<file path="src/rtl/demux_pkg.sv">
// Shared constants and state encoding for the 1:8 TDM demultiplexer.
package demux_pkg;

  localparam int unsigned NCH    = 8;
  localparam int unsigned SLOT_W = 3;

  typedef enum logic {
    HUNT,
    LOCKED
  } state_t;

endpackage

</file>
<file path="src/rtl/demux_slot_tracker.sv">
// Frame-sync slot tracker: HUNT/LOCKED FSM, slot counter, lock flag and sync-error pulse.
module demux_slot_tracker
  import demux_pkg::*;
(
  input  logic              clk,
  input  logic              rst,
  input  logic              mode,
  input  logic              din_valid,
  input  logic              frame_sync,
  output logic [SLOT_W-1:0] slot,
  output logic              wr_en,
  output logic              locked,
  output logic              sync_err
);

  state_t              state, state_nxt, cur_state;
  logic [SLOT_W-1:0]   slot_q, slot_nxt, cur_slot;
  logic                mode_q;
  logic                mode_chg;
  logic                err_nxt;

  // A mode change restarts the tracker, yet the same-cycle sample is still
  // processed: evaluate it against a freshly reset state/slot.
  assign mode_chg  = (mode != mode_q);
  assign cur_state = mode_chg ? HUNT : state;
  assign cur_slot  = mode_chg ? '0 : slot_q;

  always_ff @(posedge clk) begin
    if (rst) begin
      state    <= HUNT;
      slot_q   <= '0;
      mode_q   <= 1'b0;
      sync_err <= 1'b0;
    end else begin
      state    <= state_nxt;
      slot_q   <= slot_nxt;
      mode_q   <= mode;
      sync_err <= err_nxt;
    end
  end

  always_comb begin
    state_nxt = cur_state;
    slot_nxt  = cur_slot;
    err_nxt   = 1'b0;
    if (!mode) begin
      state_nxt = HUNT;
      slot_nxt  = '0;
    end else if (din_valid) begin
      if (frame_sync) begin
        state_nxt = LOCKED;
        slot_nxt  = SLOT_W'(1);
        err_nxt   = (cur_state == LOCKED) && (cur_slot != '0);
      end else if (cur_state == LOCKED) begin
        slot_nxt  = cur_slot + SLOT_W'(1);
      end
    end
  end

  always_comb begin
    wr_en  = 1'b0;
    slot   = cur_slot;
    locked = (state == LOCKED);
    if (mode && din_valid) begin
      if (frame_sync) begin
        wr_en = 1'b1;
        slot  = '0;
      end else if (cur_state == LOCKED) begin
        wr_en = 1'b1;
      end
    end
  end

endmodule

</file>
<file path="src/rtl/demux1x8_tdm.sv">
// Registered 1:8 time-division demultiplexer with direct or frame-sync-driven slot selection.
module demux1x8_tdm
  import demux_pkg::*;
#(
  parameter int unsigned WIDTH = 1
) (
  input  logic                 clk,
  input  logic                 rst,
  input  logic                 mode,
  input  logic [WIDTH-1:0]     din,
  input  logic                 din_valid,
  input  logic                 frame_sync,
  input  logic [2:0]           sel,
  output logic [8*WIDTH-1:0]   y,
  output logic [7:0]           ch_valid,
  output logic                 frame_done,
  output logic                 sync_err,
  output logic                 locked
);

  logic [SLOT_W-1:0] auto_slot;
  logic              auto_wr;
  logic [SLOT_W-1:0] idx;
  logic              wr;

  demux_slot_tracker u_tracker (
    .clk        (clk),
    .rst        (rst),
    .mode       (mode),
    .din_valid  (din_valid),
    .frame_sync (frame_sync),
    .slot       (auto_slot),
    .wr_en      (auto_wr),
    .locked     (locked),
    .sync_err   (sync_err)
  );

  assign idx = mode ? auto_slot : sel;
  assign wr  = mode ? auto_wr   : din_valid;

  always_ff @(posedge clk) begin
    if (rst) begin
      y          <= '0;
      ch_valid   <= '0;
      frame_done <= 1'b0;
    end else begin
      ch_valid   <= wr ? (8'b1 << idx) : '0;
      frame_done <= wr && (idx == SLOT_W'(NCH - 1));
      for (int unsigned k = 0; k < NCH; k++) begin
        if (wr && (idx == k[SLOT_W-1:0])) begin
          y[k*WIDTH +: WIDTH] <= din;
        end
      end
    end
  end

endmodule
</file>
<file path="config.mk">
export PLATFORM = sky130hd
export DESIGN_NAME = demux1x8_tdm
export DESIGN_NICKNAME = d
export VERILOG_FILES = /design/src/rtl/demux_pkg.sv /design/src/rtl/demux_slot_tracker.sv /design/src/rtl/demux1x8_tdm.sv
export SDC_FILE = /design/constraint.sdc
export NUM_CORES = 1
export LEC_CHECK = 0
export BUFFER_PORTS_ARGS = -buffer_cell sky130_fd_sc_hd__buf_2
export CORE_MARGIN = 1.5
export CORE_UTILIZATION = 54
export DETAILED_ROUTE_END_ITERATION = 10
export GPL_ROUTABILITY_DRIVEN = 0
export PLACE_DENSITY = 0.89
export SLEW_MARGIN = 0
export SYNTH_ARGS = -nofsm -noshare
export SYNTH_HDL_FRONTEND = slang
export SYNTH_HIERARCHICAL = 1
export SYNTH_SLANG_ARGS = --single-unit
export TNS_END_PERCENT = 5
</file>
<file path="constraint.sdc">
create_clock -name clk -period 2.75 [get_ports clk]
set_input_delay 0.55 -clock clk [delete_from_list [all_inputs] [get_ports clk]]
set_output_delay 0.55 -clock clk [all_outputs]
set_load 0.01 [all_outputs]
</file>
==> impl_metrics.toml <==
[sta]
max_freq_mhz = 549
rsz0062_at_grt = "no"
finalCriticalPeriod_ns = 1.82
finalClockSkew_ns = 0.00890
final_max_slew_viol_count = 0
setup_violations = 0
max_slew_margin_pct = 71.8
finalHoldViolations = 0
fin_setup_tns_ns = 0
fin_crit_sh_pct = 66.3
tightest_slew_ns = 0.421

[synth]
synth.distinct_cells = 33
yosysWarningCount = 6
synth_adder_area_share_pct = 1.19
syn_area_per_cell_um2 = 9.50
synth_compound_area_share_pct = 11.2
synthMuxAreaShare_pct = 7.59
synthSimpleGateAreaFrac_pct = 31.2
synth-edff-count = 0
ys_seq_area_share_pct = 43.7
synth_xor_area_share_pct = 1.66
ys_ff_latch = 23
syn_nets = 121
ys_top_cells_by_area = "dfxtp_1 (44%), mux2i_1 (7.6%), nand2b_1 (5.9%), and3b_1 (4.2%), nor3_1 (3.8%)"
synth_cells = 111
synth_top_area_cell = "dfxtp_1"
ys_async_sr_fraction_pct = 0
synth.top_cell.area_share_pct = 43.7
synth_top_family_by_area = "simple AND/OR/NAND/NOR gates"
synthFlopType = "dfxtp_1"
synth_area_mm2 = 0.00105

[grt]
top_usage_layer = "met2"
grt_pass1_vias = 776
grt-ovfl-total = 0
grt_antenna_before_repair = 0
grt_pass1_wl_mm = 3.18
use_met2_pct = 33.4
grt.met3_usage_pct = 2.31
grt_start_max_net_pins = 20
groute.layer.met1.usage_pct = 24.7
track_usage_pct = 20.3

[floorplanning]
top_level_ports = 28
core-area_mm2 = 0.00178
die_area_mm2 = 0.00223
die_w_um = 47.2
fp-row-count = 15
die_height_um = 47.2
start_util_pct = 59.2

[worst_setup_path]
crit_chain = "a21boi_1, a21o_1, and2_1, or3b_1, a2bb2o_4, mux2i_1"
crit_slowest_cell = "or3b_1"
worstSetupPathType = "reg2reg"
crit_required_ns = 2.95
critPathMaxFanout = 7
end_kind = "register"
crit_path_start_kind = "register"
max_stage_delay_ns = 0.43
startpoint = "u_tracker/mode_q"
reg2regPathDepth = 6
r2r_end = "y[4]"
ff2ff_setup_slack_ns = 0.93
worstReg2RegStart = "u_tracker/mode_q"
critical_path.endpoint = "y[4]"
cp.arrival_ns = 2.02

[cells_and_area]
final_layout_size_suffix_gt1_share_pct = 27.0
finalInstanceArea_mm2 = 0.00122
nNetsFinal = 148
final_common_cell = "buf_2"
layout_common_cells = "buf_2 (27), dfxtp_1 (23), nand2b_1 (10)"
fillers = 146
syn2layout_area_growth_pct = 15.5
n_antenna_cell = 0

[clocking]
cts.path.max_buffers = 2
postCtsHoldBufs = 0
cts_tree = "built"
cts_sinks = 23
cts.clk_slew.worst_paths_ns = 0.13
numCtsBuffers = 3
postCtsSetupBuffers = 0
root_buffer = "clkbuf_4"
clock_latency_ns = 0.30
cts_max_level = 1
post_cts_resized = 0

[route]
viasPerCell = 5.40
drtIter0Drc = 14
vias = 874
drt-total-wl_mm = 2.01
dr.pass1.iters = 4
final_antenna_net_count = 0
wl_per_cell_um = 12.4
drc = 0

[run_status]
status = "finished, final reports clean"

[placement]
dpl_cell_area_mm2 = 0.00119
placement.io_buffers = 27
dp_hpwl_mm = 1.51

[min_path]
hp-class = "reg2reg"

[pwr]
vdd_drop_max_mv = 0.272
power.leakage_nw = 0.569
p_per_area_mw_per_mm2 = 450

[run]
cap_violations = 0
synthesized netlist by cell type (2+ instances only):
cell      count
nand3_1       2
a21oi_1       3
nand2b_1     10
clkbuf_1      2
and2_1        4
inv_1         2
nand2_1       7
and3b_1       5
and3_1        2
o22ai_1       6
dfxtp_1      23
nor2_1        8
nor3_1        8
mux2i_1       8
nor3b_1       2
xnor2_1       2
state kept, by name, indices dropped and copies added, names as in the netlist:
name and flops:
ch_valid 8, u_tracker/locked 1, u_tracker/sync_err 1, u_tracker/slot_q 3, u_tracker/mode_q 1, y 8, frame_done 1
cell type report:
cell class | instances | area (µm²) | share of cell area [%]
well taps | 25 | 31.3 | 2.57
clock inverters | 1 | 5.00 | 0.411
multi-input cells | 81 | 557 | 45.7
clock buffers | 3 | 22.5 | 1.85
inverters | 2 | 7.51 | 0.616
repair buffers | 27 | 135 | 11.1
flip-flops and latches | 23 | 460 | 37.8
worst max-delay path: cells and delay by family, from the launching register on:
| kind | cells | cell delay (ns) |
|---|---|---|
| compound gates | 3 | 0.61 |
| flops | 1 | 0.39 |
| mux | 1 | 0.11 |
| simple gates | 2 | 0.61 |
per-layer routing:
layer | wire, µm | vias up | share of wire (%)
met5 | 0 | - | 0
met4 | 55 | 0 | 2.7
met3 | 70 | 6 | 3.5
met2 | 969 | 26 | 48
met1 | 916 | 396 | 46
li1 | - | 446 | -
worst min path at each step:
stage / startpoint / end / slack, ns / depth (start not counted)
4_1_cts: y[3] / y[3] / 0.49 / 2
5_1_grt: y[7] / y[7] / 0.51 / 2
2_1_floorplan: u_tracker/slot_q[1] / u_tracker/slot_q[1] / 0.46 / 2
3_5_place_dp: y[1] / y[1] / 0.46 / 2
3_3_place_gp: y[2] / y[2] / 0.46 / 2
6_report: y[3] / y[3] / 0.48 / 2
stage by stage:
step	total power, mW	std cells	util (%)	setup slack (ns)	hold slack [ns]
after global routing	0.575	162	68.4	0.835	0.507
after global placement	0.402	158	66.8	0.678	0.461
after CTS	0.553	162	68.4	0.930	0.488
after detailed placement	0.404	158	66.8	0.626	0.463
after floorplan	0.387	111	-	0.933	0.456
final	0.548	162	68.4	0.928	0.482
logic make-up (layout without fill, tap and decap cells):
logic type	Yosys count	in the layout
AOI/OAI and AO/OA	15	15
xor gates and xnor gates	2	2
adders and majority gates	1	1
buffers and inverters	7	33
DFF	23	23
muxes	8	8
and+or+nand+nor	55	55
where the power goes:
group / total [mW] / switching (mW) / internal (mW) / leakage (nW)
registers: 0.342 / 0.00383 / 0.338 / 0.186
logic: 0.0555 / 0.0327 / 0.0227 / 0.365
clock network: 0.151 / 0.0970 / 0.0542 / 0.0177
(Power assumes the default switching activity.)
